### config.mk
export PLATFORM = sky130hd
export DESIGN_NAME = stream_quantizer_flat
export DESIGN_NICKNAME = d
export VERILOG_FILES = /design/src/rtl/stream_quantizer_if.sv /design/src/rtl/stream_quantizer.sv /design/src/flat_wrapper.sv
export SDC_FILE = /design/constraint.sdc
export NUM_CORES = 1
export LEC_CHECK = 0
export ABC_CLOCK_PERIOD_IN_PS = 4300
export BUFFER_PORTS_ARGS = -buffer_cell sky130_fd_sc_hd__buf_2
export CAP_MARGIN = 5
export CORE_UTILIZATION = 28
export CTS_BUF_LIST = sky130_fd_sc_hd__clkbuf_4
export DETAILED_ROUTE_END_ITERATION = 12
export PLACE_DENSITY = 0.47
export SYNTH_ARGS = -nofsm -noshare
export SYNTH_HDL_FRONTEND = slang
export SYNTH_SLANG_ARGS = --single-unit
### constraint.sdc
create_clock -name clk -period 4.3 [get_ports clk]
set_clock_uncertainty 0.05 [all_clocks]
set_input_delay 0.215 -clock clk [delete_from_list [all_inputs] [get_ports clk]]
set_output_delay 0.215 -clock clk [all_outputs]
set_load 0.1 [all_outputs]
### src/rtl/stream_quantizer_if.sv
`default_nettype none
// +-----------------------------------------------------------------------+
// | stream_quantizer_if : input/output stream bundle of stream_quantizer   |
// | rev 1.0                                                               |
// +-----------------------------------------------------------------------+
interface stream_quantizer_if #(
  parameter int IN_W  = 32,
  parameter int OUT_W = 16
);
  logic [IN_W-1:0]  in_data;
  logic [1:0]       in_mode;
  logic             in_valid;
  logic             in_ready;
  logic [OUT_W-1:0] out_data;
  logic             out_sat;
  logic             out_valid;
  logic             out_ready;

  modport master (
    output in_data, in_mode, in_valid, out_ready,
    input  in_ready, out_data, out_sat, out_valid
  );

  modport slave (
    input  in_data, in_mode, in_valid, out_ready,
    output in_ready, out_data, out_sat, out_valid
  );
endinterface
`default_nettype wire

### src/rtl/stream_quantizer.sv
`default_nettype none
// +-----------------------------------------------------------------------+
// | stream_quantizer : 2-stage fixed-point requantizer (round, shift, sat) |
// | rev 1.0                                                               |
// +-----------------------------------------------------------------------+
module stream_quantizer #(
  parameter int IN_W  = 32,
  parameter int IN_F  = 16,
  parameter int OUT_W = 16,
  parameter int OUT_F = 10
) (
  input  logic                clk,
  input  logic                rst,
  stream_quantizer_if.slave   bus,
  input  logic                sat_clr,
  output logic [15:0]         sat_count
);
  localparam int          D          = IN_F - OUT_F;
  localparam int          SW         = IN_W + 1;
  localparam logic [15:0] LFSR_SEED  = 16'hACE1;
  localparam logic [15:0] COUNT_MAX  = 16'hFFFF;

  logic             stall;
  logic             in_fire;
  logic             out_fire;

  logic             s1_valid_q, s1_valid_d;
  logic [SW-1:0]    s1_sum_q, s1_sum_d;
  logic             out_valid_q, out_valid_d;
  logic [OUT_W-1:0] out_data_q, out_data_d;
  logic             out_sat_q, out_sat_d;
  logic [15:0]      lfsr_q, lfsr_d;
  logic [15:0]      sat_count_q, sat_count_d;

  logic [SW-1:0]    inc_round;
  logic [SW-1:0]    inc_stoch;
  logic [SW-1:0]    inc;
  logic [SW-1:0]    q;
  logic             pos_ovf;
  logic             neg_ovf;

  // With no fraction bits dropped there is nothing to round.
  generate
    if (D > 0) begin : g_inc_frac
      assign inc_round = SW'(1) << (D - 1);
      assign inc_stoch = {{(SW-D){1'b0}}, lfsr_q[D-1:0]};
    end else begin : g_inc_none
      assign inc_round = '0;
      assign inc_stoch = '0;
    end
  endgenerate

  assign stall    = out_valid_q && !bus.out_ready;
  assign in_fire  = bus.in_valid && !stall;
  assign out_fire = out_valid_q && bus.out_ready;

  assign q       = $signed(s1_sum_q) >>> D;
  assign pos_ovf = !q[SW-1] && (|q[SW-2:OUT_W-1]);
  assign neg_ovf =  q[SW-1] && !(&q[SW-2:OUT_W-1]);

  always_comb begin
    inc = '0;
    case (bus.in_mode)
      2'b01:   inc = inc_round;
      2'b10:   inc = inc_stoch;
      default: inc = '0;
    endcase
  end

  always_comb begin
    s1_valid_d  = s1_valid_q;
    s1_sum_d    = s1_sum_q;
    out_valid_d = out_valid_q;
    out_data_d  = out_data_q;
    out_sat_d   = out_sat_q;
    lfsr_d      = lfsr_q;
    sat_count_d = sat_count_q;

    if (!stall) begin
      s1_valid_d  = bus.in_valid;
      if (bus.in_valid) begin
        s1_sum_d = {bus.in_data[IN_W-1], bus.in_data} + inc;
      end
      out_valid_d = s1_valid_q;
      if (s1_valid_q) begin
        if (pos_ovf) begin
          out_data_d = {1'b0, {(OUT_W-1){1'b1}}};
          out_sat_d  = 1'b1;
        end else if (neg_ovf) begin
          out_data_d = {1'b1, {(OUT_W-1){1'b0}}};
          out_sat_d  = 1'b1;
        end else begin
          out_data_d = q[OUT_W-1:0];
          out_sat_d  = 1'b0;
        end
      end
    end

    // The stochastic increment above uses the pre-advance LFSR value.
    if (in_fire) begin
      lfsr_d = {lfsr_q[0] ^ lfsr_q[2] ^ lfsr_q[3] ^ lfsr_q[5], lfsr_q[15:1]};
    end

    if (sat_clr) begin
      sat_count_d = '0;
    end else if (out_fire && out_sat_q && (sat_count_q != COUNT_MAX)) begin
      sat_count_d = sat_count_q + 16'd1;
    end
  end

  always_ff @(posedge clk or posedge rst) begin
    if (rst) begin
      s1_valid_q  <= 1'b0;
      s1_sum_q    <= '0;
      out_valid_q <= 1'b0;
      out_data_q  <= '0;
      out_sat_q   <= 1'b0;
      lfsr_q      <= LFSR_SEED;
      sat_count_q <= '0;
    end else begin
      s1_valid_q  <= s1_valid_d;
      s1_sum_q    <= s1_sum_d;
      out_valid_q <= out_valid_d;
      out_data_q  <= out_data_d;
      out_sat_q   <= out_sat_d;
      lfsr_q      <= lfsr_d;
      sat_count_q <= sat_count_d;
    end
  end

  assign bus.in_ready  = !stall;
  assign bus.out_data  = out_data_q;
  assign bus.out_sat   = out_sat_q;
  assign bus.out_valid = out_valid_q;
  assign sat_count     = sat_count_q;
endmodule
`default_nettype wire
### src/flat_wrapper.sv
// flat-port wrapper written by rule: the top's interface ports become plain ports
module stream_quantizer_flat 
#(
  parameter int IN_W  = 32,
  parameter int IN_F  = 16,
  parameter int OUT_W = 16,
  parameter int OUT_F = 10
)
  (clk, rst, sat_clr, sat_count, bus_in_data, bus_in_mode, bus_in_valid, bus_out_ready, bus_in_ready, bus_out_data, bus_out_sat, bus_out_valid);
  stream_quantizer_if #(.IN_W(IN_W), .OUT_W(OUT_W)) bus_i ();
  input  logic clk;
  input  logic rst;
  input  logic sat_clr;
  output logic [15:0] sat_count;
  input wire logic [$bits(bus_i.in_data)-1:0] bus_in_data;
  input wire logic [$bits(bus_i.in_mode)-1:0] bus_in_mode;
  input wire logic [$bits(bus_i.in_valid)-1:0] bus_in_valid;
  input wire logic [$bits(bus_i.out_ready)-1:0] bus_out_ready;
  output wire logic [$bits(bus_i.in_ready)-1:0] bus_in_ready;
  output wire logic [$bits(bus_i.out_data)-1:0] bus_out_data;
  output wire logic [$bits(bus_i.out_sat)-1:0] bus_out_sat;
  output wire logic [$bits(bus_i.out_valid)-1:0] bus_out_valid;
  assign bus_i.in_data = bus_in_data;
  assign bus_i.in_mode = bus_in_mode;
  assign bus_i.in_valid = bus_in_valid;
  assign bus_i.out_ready = bus_out_ready;
  assign bus_in_ready = bus_i.in_ready;
  assign bus_out_data = bus_i.out_data;
  assign bus_out_sat = bus_i.out_sat;
  assign bus_out_valid = bus_i.out_valid;
  stream_quantizer #(.IN_W(IN_W), .IN_F(IN_F), .OUT_W(OUT_W), .OUT_F(OUT_F)) u_core (.clk(clk), .rst(rst), .bus(bus_i), .sat_clr(sat_clr), .sat_count(sat_count));
endmodule
### After elaboration in Yosys (flattened, before gate mapping)

Index checks and enable logic that the tools add are counted.
W data, S select, Z words.

* register bits: 84
* bits of input ports: 39
* output and inout port bits: 35
* word-level logic and storage cells: 39

* $add $sub $neg: 2
* equal/unequal tests: 3
* muxes and demuxes: 7
* bitwise gates (word level): 4
* reductions and logical operators: 16

Operators by type and width (count)
* $mux W16: 4
* $add A32 B7 Y33: 1
* $add A16 B1 Y16 const B: 1
* $ne A16 B16 Y1 const B: 1
* $pmux W6 S2: 1
* $reduce_and A12 Y1: 1
* $reduce_or A12 Y1: 1
* $logic_and A1 B1 Y1: 7
* $logic_not A1 Y1: 4
* $reduce_and A2 Y1: 2
* $xor A1 B1 Y1: 3
* $eq A2 B1 Y1 const B: 1
* $eq A2 B2 Y1 const B: 1
* $mux W1: 2
* $reduce_bool A2 Y1: 1
* $not A1 Y1: 1

### Depth between registers and ports, before layout

* depth in word-level cells: 5
* gate-level depth with buffers: 11
* depth with buffers taken out: 10

### Worst setup path after synthesis

Ideal clock, no wire load.

* path type: reg-to-reg
* start point: register u_core.out_valid_q, in the netlist u_core.bus.out_valid
* end point: register u_core.s1_valid_q
* library setup time: 171 ps
* arrival: 2696 ps
* data required time: 4079 ps
* slack: 1383 ps
* stages on the path, launching flop included: 6
* buffers on the path: 2
* clock period less this slack: 2917 ps
* path through: dfrtp_1 -> nand2b_1 -> nand2_1 -> clkbuf_1 -> clkbuf_1 -> o21ai_0

* word-level cells in the longest chain between the ends: 1

RTL lines
* from (decl): RTL line stream_quantizer.sv:29 `logic out_valid_q, out_valid_d;`
* from (signal assigned): RTL line stream_quantizer.sv:123 `out_valid_q <= out_valid_d;`
* $logic_and A1 B1 Y1: RTL line stream_quantizer.sv:53 `assign stall = out_valid_q && !bus.out_ready;`
* to (signal assigned): RTL line stream_quantizer.sv:121 `s1_valid_q <= s1_valid_d;`
* to (decl): RTL line stream_quantizer.sv:27 `logic s1_valid_q, s1_valid_d;`

No other way between the ends.
A chain may end at the register's enable or synchronous reset.

### Worst setup path in the final report

* start point: register u_core.lfsr_q[3]
* end point: register u_core.s1_sum_q[29]

* word-level cells in the longest chain between the ends: 2

RTL lines
* from (decl): RTL line stream_quantizer.sv:32 `logic [15:0] lfsr_q, lfsr_d;`
* from (signal assigned): RTL line stream_quantizer.sv:126 `lfsr_q <= lfsr_d;`
* $pmux W6 S2: RTL line stream_quantizer.sv:63 `case (bus.in_mode)`
* $add A32 B7 Y33: RTL line stream_quantizer.sv:82 `s1_sum_d = {bus.in_data[IN_W-1], bus.in_data} + inc;`
* to (signal assigned): RTL line stream_quantizer.sv:122 `s1_sum_q <= s1_sum_d;`
* to (decl): RTL line stream_quantizer.sv:28 `logic [SW-1:0] s1_sum_q, s1_sum_d;`

No other way between the ends.

==> results.tsv <==
stage	metric	value	unit
sta	final_max_slew_viol_count	0	
detailed_routing	top_layer	met4	
synthesis	synth.top_cell.area_share	0.443	
clock_network	h-tree-depth	3	
sta	totalNegativeSetupSlack	0	ps
sta	worst_slew_margin_rel	0.286	
synthesis	synthArstFlopShare	1.00	
synthesis	ys_top_cells_by_area	dfrtp_1 (44%), nand2_1 (8.7%), o21ai_0 (8.3%)	
setup_path	timing.critical_path.cells	and2_1, ha_1, nand3_1, a21oi_2, o211ai_1, or3_1, a31oi_1	
setup_path	critPathArrivalTime	3090	ps
detailed_routing	dr.first_iter.drc_count	296	
pwr	static-leakage-power	2.14	nW
sta	finalHoldViolCount	0	
sta	post-route-worst-setup-slack	1540	ps
sta	part_of_the_cycle_the_worst_path_needs	0.643	
synthesis	synthDominantAreaCellType	dfrtp_1	
global_routing	number_of_global_route_vias_before_repair	3250	
floorplanning	die-area	14600	um^2
setup_path	critPathMaxFanout	18	
layout	finalNetCount	562	
layout	finalNonFillerCells	699	
clock_network	cts_resized	0	
synthesis	ys.flop_type	dfrtp_1	
global_routing	grt_remaining_overflow	0	
layout	multi_input_area	1880	um^2
detailed_routing	wl_cell	13.7	um
sta	worst_max_slew_pin_slew	1070	ps
pwr	total_power_consumption_of_the_routed_design	2.22	mW
synthesis	ys_seq_elements	78	
detailed_routing	route.vias.total	3400	
detailed_routing	first_pass_iters	4	
layout	area_growth	19.0	%
place	place.gp.congestion	0.786	
synthesis	synthCells	441	
floorplanning	die_width	121	um
floorplanning	placeableCoreArea	13800	um^2
detailed_routing	route.met2.wl	4270	um
synthesis	yosysWarnings	0	
pwr	max-vdd-ir-drop	0.000294	V
floorplanning	dieHeight	121	um
clock_network	cts_setup_buffers	0	
clock_network	insertion_delay_to_the_later_sink_of_the_worst_skew_pair	450	ps
synthesis	avg_cell_area_syn	8.97	um^2
layout	seq_area	1960	um^2
place	preCtsSetupSlack	1370	ps
detailed_routing	final_antenna_net_count	0	
layout	n_antenna_cell	0	
place	port_buffers	73	
clock_network	cts_buffers	9	
global_routing	first_pass_grt_wire_length	15900	um
worst_hold_path	hp-class	primary input to register	
layout	layout.core_utilization	0.341	
floorplanning	placementRows	43	
layout	drive_above_1_share	0.206	
sta	maxClockFrequency	362	MHz
layout	filler_cell_count_in_the_final_layout	1442	
floorplanning	starting_density_of_the_core	0.286	
detailed_routing	met3_length	453	um
sta	timing.final.setup_violations	0	
clock_network	cts.sinks	78	
detailed_routing	drt_wl_total	9580	um
global_routing	largest_net_degree_at_the_start_of_global_routing	57	
global_routing	antenna_found_initial	0	
synthesis	number_of_enable_type_register_cells_in_the_synthesized_netlist	0	
place	detailedPlacementHpwl	6770	um
setup_path	timing.critical_path.from_type	register	
sta	hold_slack	54.1	ps
synthesis	synth_area	3960	um^2
global_routing	grt.total_usage	0.139	
clock_network	cts_tree	yes	
sta	rsz0062_at_grt	false	
clock_network	cts_hold_repair.buffers	9	
synthesis	synthesis.nets	488	
pwr	power_density	472	nW/um^2
clock_network	cts_root_buf	clkbuf_4	
setup_path	worstSetupPathType	register to register	
place	numPlacedInstances	675	
setup_path	cpLargestDelayFamily	compound AO/OA/AOI/OAI gates	
flow_run	number_of_maximum_capacitance_violations	0	
detailed_routing	detail_route.wirelength.met1	4700	um
place	cell_area_after_placement	4490	um^2
setup_path	cpMaxStageDelayCell	a21oi_2	
setup_path	critical_path_sink_type	register	
status	run_status	completed	
clock_network	clk_pin_slew_worst_paths	130	ps
synthesis	seq_area_frac_synth	0.496	
setup_path	critPathMaxStageDelay	630	ps
detailed_routing	remaining_drc_errors	0	
setup_path	critical_path_buf_inv_count	0	
floorplanning	floorplan.io_pins	74	
clock_network	max-clock-path-buffers	2	
layout	summed_area_of_non_filler_cells_in_the_final_layout	4710	um^2
detailed_routing	detailed_route_vias_per_instance	4.86	
setup_path	timing.critical_path.required	4620	ps
sta	post-route-min-period	2760	ps
synthesis	synth.distinct_cells	42	
-- registers in the layout, indices dropped and copies added, names as in the netlist --
name,cells
u_core.bus.out_data,16
u_core.bus.out_sat,1
u_core.bus.out_valid,1
u_core.lfsr_q,16
u_core.s1_sum_q,27
u_core.s1_valid_q,1
u_core.sat_count,16
-- path summary, 6_finish.rpt --
path	startpoint	end	slack, ps	cells after the start
worst max-delay path	u_core.lfsr_q[3]$_DFFE_PP0P_	u_core.s1_sum_q[29]$_DFFE_PP0P_	1540	7
worst min-delay path	bus_in_data[16]	u_core.s1_sum_q[16]$_DFFE_PP0P_	50	3
worst max register to register	u_core.lfsr_q[3]$_DFFE_PP0P_	u_core.s1_sum_q[29]$_DFFE_PP0P_	1540	7
worst min register to register	u_core.lfsr_q[7]$_DFFE_PP1P_	u_core.lfsr_q[6]$_DFFE_PP1P_	410	2
max in group asynchronous	rst	u_core.bus.out_data[7]$_DFFE_PP0P_	2710	4
min in group asynchronous	rst	u_core.sat_count[13]$_DFFE_PP0P_	450	3
-- power breakdown --
part | total, mW | leakage, nW | switching (mW) | internal [mW]
Combinational | 0.800 | 1.11 | 0.648 | 0.151
Clock | 0.438 | 0.0636 | 0.261 | 0.177
Sequential | 0.984 | 0.970 | 0.0924 | 0.892
-- cell usage after synthesis, types with 6 or more instances --
cell type  instances
nand3_1           12
nor3_1            10
dfrtp_1           70
and2_1             6
nand2_1           92
inv_1             10
or3_1             10
clkbuf_1          20
and3_1             8
a21oi_1            8
o21ai_0           66
xor2_1            19
nand4_1            8
a31oi_1           10
nor2_1            26
xnor2_1            9
o211ai_1           8
ha_1               8
dfstp_2            8
-- cells in the final DEF (no fill, tap or decap), types with 10 or more instances in the layout --
cell / n
nand2_1: 92
buf_2: 73
dfrtp_1: 70
o21ai_0: 66
nor2_1: 26
xor2_1: 19
nand3_1: 12
nor3_1: 10
or3_1: 10
a31oi_1: 10
clkbuf_4: 10
-- cells by family after synthesis --
| family | Yosys count | synth area share |
|---|---|---|
| AO/OA/AOI/OAI | 104 | 0.151 |
| XOR/XNOR | 28 | 0.0620 |
| adder cells (fa/ha/maj) | 8 | 0.0253 |
| buffers and inverters | 32 | 0.0307 |
| flip-flops | 78 | 0.496 |
| multiplexers | 2 | 0.00537 |
| AND/OR/NAND/NOR | 189 | 0.230 |
-- per-layer routing --
layer  vias to the layer above  global-route usage
li1                       1689                   -
met1                      1618               0.185
met2                        80               0.215
met3                        13              0.0343
met4                         0              0.0571
met5                         -                   0
-- layout make-up --
type	instances	share of cell area
Tap cell	180	0.0478
Inverter	10	0.00797
Clock inverter	5	0.0112
Clock buffer	10	0.0159
Timing Repair Buffer	85	0.101
Sequential cell	78	0.417
Multi-Input combinational cell	331	0.399
-- worst min-delay path: cells and delay by family --
family / cells / cell delay, ps
XOR/XNOR: 1 / 60
buffers and inverters: 1 / 100
AO/OA/AOI/OAI: 1 / 140
(Power assumes the default switching activity.)
